[config.mk]
export PLATFORM = sky130hd
export DESIGN_NAME = nearest_hit_sequencer
export DESIGN_NICKNAME = d
export VERILOG_FILES = /design/src/rtl/definitions_pack.sv /design/src/rtl/min_hit_tracker.sv /design/src/rtl/nearest_hit_sequencer.sv
export SDC_FILE = /design/constraint.sdc
export NUM_CORES = 1
export LEC_CHECK = 0
export CAP_MARGIN = 20
export CORE_AREA = 2 2 416 418
export DETAILED_ROUTE_END_ITERATION = 12
export DIE_AREA = 0 0 418 420
export DONT_BUFFER_PORTS = 1
export HOLD_SLACK_MARGIN = 0.1
export PLACE_DENSITY = 0.3
export SETUP_SLACK_MARGIN = 0.2
export SKIP_CTS_REPAIR_TIMING = 1
export SLEW_MARGIN = 0
export SYNTH_ARGS = -nofsm -noshare
export SYNTH_HDL_FRONTEND = slang
export SYNTH_SLANG_ARGS = --single-unit
[constraint.sdc]
create_clock -name clk -period 41.3 [get_ports clk]
set_clock_uncertainty 0.1 [all_clocks]
set_input_delay 8.26 -clock clk [delete_from_list [all_inputs] [get_ports clk]]
set_output_delay 8.26 -clock clk [all_outputs]
set_load 0.05 [all_outputs]
[src/rtl/definitions_pack.sv]
// definitions_pack: fixed-point, ray/triangle layouts, hit code and FSM states
package definitions_pack;
  localparam int WIDTH = 32;
  localparam int BF = 16;
  typedef logic signed [WIDTH-1:0] fixed_t;
  typedef struct packed {
    fixed_t x;
    fixed_t y;
    fixed_t z;
  } vec_t;
  typedef struct packed {
    vec_t org;
    vec_t dir;
  } ray_t;
  typedef struct packed {
    vec_t v1;
    vec_t v2;
    vec_t v3;
  } tri_t;
  localparam logic [1:0] HIT_CODE = 2'b10;
  localparam fixed_t FIXED_MAX = {1'b0, {(WIDTH-1){1'b1}}};
  typedef enum logic [2:0] {IDLE, FETCH, LOAD, ISSUE, WAIT, FIN} state_e;
endpackage

[src/rtl/min_hit_tracker.sv]
// min_hit_tracker: running minimum of signed t over hit results; ties keep the earlier index
module min_hit_tracker
  import definitions_pack::*;
#(
  parameter int IDX_W = 10
) (
  input  logic             clk,
  input  logic             rst,
  input  logic             clear_i,
  input  logic             upd_i,
  input  logic [IDX_W-1:0] idx_i,
  input  logic [1:0]       code_i,
  input  fixed_t           t_i,
  output logic             hit_o,
  output logic [IDX_W-1:0] hit_idx_o,
  output fixed_t           hit_t_o
);
  logic             hit_q;
  logic [IDX_W-1:0] idx_q;
  fixed_t           t_q;
  logic             take;
  assign take = upd_i && code_i == HIT_CODE && t_i < t_q;
  always_ff @(posedge clk or posedge rst) begin
    if (rst) begin
      hit_q <= 1'b0;
      idx_q <= '0;
      t_q   <= '0;
    end else if (clear_i) begin
      hit_q <= 1'b0;
      idx_q <= '0;
      t_q   <= FIXED_MAX;
    end else if (take) begin
      hit_q <= 1'b1;
      idx_q <= idx_i;
      t_q   <= t_i;
    end
  end
  assign hit_o     = hit_q;
  assign hit_idx_o = idx_q;
  assign hit_t_o   = t_q;
endmodule

[src/rtl/nearest_hit_sequencer.sv]
// nearest_hit_sequencer: walks a triangle list for one ray, one intersection test
// at a time, and reports the closest valid hit
module nearest_hit_sequencer
  import definitions_pack::*;
#(
  parameter int IDX_W = 10
) (
  input  logic             clk,
  input  logic             rst,
  input  logic             start,
  input  ray_t             ray_in,
  input  logic [IDX_W:0]   num_tris,
  output logic             busy,
  output logic [IDX_W-1:0] tri_addr,
  output logic             tri_rd,
  input  tri_t             tri_data,
  output logic             it_req,
  input  logic             it_ready,
  output ray_t             it_ray,
  output tri_t             it_trig,
  input  logic             it_res_valid,
  input  logic [WIDTH+1:0] it_res,
  output logic             done,
  output logic             hit,
  output logic [IDX_W-1:0] hit_idx,
  output fixed_t           hit_t
);
  state_e           state_q, state_d;
  logic [IDX_W-1:0] idx_q, idx_d;
  logic [IDX_W:0]   cnt_q, cnt_d, nxt;
  ray_t             ray_d;
  tri_t             trig_d;
  logic             accept, last;
  assign accept = state_q == IDLE && start;
  assign nxt    = {1'b0, idx_q} + 1'b1;
  assign last   = nxt == cnt_q;
  always_comb begin
    state_d = state_q;
    idx_d   = idx_q;
    cnt_d   = cnt_q;
    ray_d   = it_ray;
    trig_d  = it_trig;
    case (state_q)
      IDLE: if (start) begin
        ray_d   = ray_in;
        cnt_d   = num_tris;
        idx_d   = '0;
        state_d = num_tris == '0 ? FIN : FETCH;
      end
      FETCH: state_d = LOAD;
      LOAD: begin
        trig_d  = tri_data;
        state_d = ISSUE;
      end
      ISSUE: state_d = it_ready ? WAIT : ISSUE;
      WAIT: if (it_res_valid) begin
        state_d = last ? FIN : FETCH;
        idx_d   = last ? idx_q : nxt[IDX_W-1:0];
      end
      FIN: state_d = IDLE;
      default: state_d = IDLE;
    endcase
  end
  always_ff @(posedge clk or posedge rst) begin
    if (rst) begin
      state_q <= IDLE;
      idx_q   <= '0;
      cnt_q   <= '0;
      it_ray  <= '0;
      it_trig <= '0;
    end else begin
      state_q <= state_d;
      idx_q   <= idx_d;
      cnt_q   <= cnt_d;
      it_ray  <= ray_d;
      it_trig <= trig_d;
    end
  end
  assign busy     = state_q inside {FETCH, LOAD, ISSUE, WAIT};
  assign tri_rd   = state_q == FETCH;
  assign tri_addr = idx_q;
  assign it_req   = state_q == ISSUE;
  assign done     = state_q == FIN;
  // results arriving outside WAIT (spurious or after an abort) never reach the tracker
  min_hit_tracker #(.IDX_W(IDX_W)) u_min (
    .clk       (clk),
    .rst       (rst),
    .clear_i   (accept),
    .upd_i     (state_q == WAIT && it_res_valid),
    .idx_i     (idx_q),
    .code_i    (it_res[WIDTH+1:WIDTH]),
    .t_i       (it_res[WIDTH-1:0]),
    .hit_o     (hit),
    .hit_idx_o (hit_idx),
    .hit_t_o   (hit_t)
  );
endmodule

==> flow_metrics.py <==
metrics = {
    "worst_setup_path": {
        "worst-path-stages": 2,
        "critical_path.slowest_cell": "nor2b_1",
        "cp-start-kind": "register",
        "worstPathRequired_ns": 32.94,
        "crit_type": "reg -> out",
        "crit_end": "busy",
        "rr_startpoint": "tri_addr[0]",
        "cp_cell_sequence": "nor3_1 > nor2b_1",
        "rrSetupSlack_ns": 37.65,
        "cp-end-kind": "output pin",
        "reg2reg_depth": 8,
        "cp_num_buf_inv": 0,
        "cp.arrival_ns": 2.32,
        "critPathMaxFanout": 13,
        "path_delay_family": "simple AND/OR/NAND/NOR gates",
        "crit_start": "state_q[2]",
        "critical-path-max-stage-delay_ns": 0.86,
        "reg2reg_to": "tri_addr[6]",
    },
    "global_routing": {
        "antenna_found_initial": 119,
        "grt_pass1_vias": 14348,
        "grt_max_degree": 154,
        "overflow": 0,
        "grt_pass1_wl_mm": 139.4,
        "grtUsageTotal_pct": 11.75,
    },
    "logic_synthesis": {
        "synth_top_family_by_area": "multiplexers",
        "synth_xor_area_share_pct": 0.4388,
        "synth_edf_count": 0,
        "yosys.area.top_type": "dfrtp_1",
        "async_flop_share_pct": 100.0,
        "synth_top_cells_by_area": "dfrtp_1 (62%), mux2_2 (15%), nand2_1 (11%), mux2i_1 (1.9%), ha_1 (1.8%)",
        "yosys_warnings": 0,
        "ys_seq_area_share_pct": 62.35,
        "synth_compound_area_share_pct": 2.074,
        "ys_ff_latch": 547,
        "syn-num-nets": 2459,
        "muxShareOfSynthArea_pct": 16.69,
        "synth_ff_type": "dfrtp_1",
        "synth.avg_cell_area_um2": 11.57,
        "ys_types": 55,
        "synth_cells": 1897,
        "synth_top_area_share_pct": 62.35,
        "yosys.area_share.simple_pct": 13.92,
        "synth_fa_ha_area_share_pct": 1.824,
        "synthesis.area_um2": 21950,
    },
    "cts": {
        "cts.clk_slew.worst_paths_ns": 0.06,
        "clock_path_buffers": 3,
        "cts_buffers": 74,
        "cts_tree": "built",
        "worstSkewPairLatency_ns": 0.68,
        "cts_sinks": 547,
        "cts_htree_levels": 3,
        "root_buffer": "clkbuf_16",
    },
    "route": {
        "drc": 0,
        "wl_mm": 107.5,
        "drt.antenna.violating_nets": 0,
        "dr_total_vias": 14383,
        "wl_per_cell_um": 25.59,
        "viasPerCell": 3.423,
        "dr.first_iter.drc_count": 942,
        "dr.pass1.iters": 5,
    },
    "floorplan": {
        "die_h_um": 420,
        "die_w_um": 418,
        "coreArea_um2": 171000,
        "rows": 152,
        "die_area_um2": 175600,
        "initial_utilization_pct": 12.84,
        "ios": 1067,
    },
    "final_layout": {
        "layout_common_cells": "nand2_1 (649), dfrtp_1 (547), mux2_2 (288)",
        "area_growth_pct": 23.31,
        "drive_gt1_share_pct": 22.75,
        "nets": 2456,
        "seqCellArea_um2": 13690,
        "fillCellCount": 18986,
        "multi_input_area_um2": 7697,
        "final_common_cell": "nand2_1",
    },
    "timing": {
        "relSlewSlack_pct": 28.72,
        "tightest_slew_ns": 1.067,
        "report.final.setup_viol": 0,
        "fmax_mhz": 93.62,
        "hold_viol_final": 0,
        "drv_slew": 0,
        "layout_min_cycle_time_ns": 10.68,
        "hold_slack_ns": 0.3973,
        "period_share_pct": 25.86,
        "rsz0062_at_grt": "no",
        "tns_ns": 0,
    },
    "placement": {
        "port_buffers": 0,
        "gp_congestion": 0.7996,
        "dp_hpwl_mm": 85.16,
    },
    "power_and_ir_drop": {
        "irDropWorstVdd_uv": 46.82,
        "p_leak_uw": 0.01184,
        "power_density_nw_per_um2": 112.7,
    },
    "status": {
        "status": "finished clean",
    },
    "worst_hold_path": {
        "hold_path.class": "reg -> reg",
    },
    "run": {
        "drv_cap": 0,
    },
}
-- state kept, by name, summed over array words and instances (netlist names) --
signal and count:
u_min.hit_idx_o 10, u_min.hit_o 1, u_min.hit_t_o 32, it_ray 192, state_q 3, cnt_q 11, tri_addr 10, it_trig 288
-- routing by layer --
layer  GRT usage (%)  wire, um
met5               0       978
met3           8.196     15390
met2           18.78     51540
met1           12.25     37110
met4           3.580      2518
-- worst min path at each step --
stage	from	endpoint	depth (start not counted)
3_3_place_gp	cnt_q[3]	cnt_q[3]	2
4_1_cts	cnt_q[3]	cnt_q[3]	2
5_1_grt	cnt_q[7]	cnt_q[7]	2
2_1_floorplan	cnt_q[0]	cnt_q[0]	2
3_5_place_dp	cnt_q[3]	cnt_q[3]	2
6_report	cnt_q[3]	cnt_q[3]	2
-- worst min-delay path: cells and delay by family, from the launching register on --
family | cells | cell delay [ns]
simple gates | 2 | 0.12
flops | 1 | 0.35
-- power by group --
part	total [uW]	internal, uW	switching [uW]
sequential	1890	764	1120
combinational	495	251	244
clock	669	392	276
-- metrics by stage --
stage | util [%] | cells | setup slack, ns | area, um2 | total power [uW]
floorplan | - | 1897 | 17.65 | 21950 | 2162
global placement | 14.33 | 4051 | 29.69 | 24500 | 2423
detailed placement | 14.33 | 4051 | 29.72 | 24500 | 2422
CTS | 15.80 | 4180 | 30.48 | 27020 | 3113
global route | 15.81 | 4182 | 30.20 | 27020 | 3191
finish | 15.83 | 4202 | 30.62 | 27070 | 3050
-- layout make-up --
class                           instances  area share [%]
Antenna cell                           22          0.2033
Clock buffer                          104           7.958
Clock inverter                         25           1.345
Inverter                               38          0.5546
Multi-Input combinational cell       1212           28.43
Sequential cell                       547           50.56
Tap cell                             2233           10.32
Timing Repair Buffer                   21          0.6285
-- cells in the mapped netlist (all sizes together), types with 3 or more instances --
cell type and number:
nand2 650, dfrtp 547, mux2 288, nor2 78, clkbuf 65, mux2i 42, inv 38, buf 35
ha 32, o21ai 23, a21oi 9, xnor2 8, o31ai 7, nor3 6, nand3 5, a21o 4
and2 4, and4 4, nand2b 4, nor2b 4, nor3b 4, nor4 4, o21a 3, xor2 3
-- cells by family (layout without fill, tap and decap cells) --
logic type      after synthesis  in the layout
buf+inv                     138            188
fa+ha+maj                    32             32
flops                       547            547
mux                         330            330
other cells                   0             22
xor+xnor                     11             11
simple gates                773            773
compound gates               66             66
(Power assumes the default switching activity.)
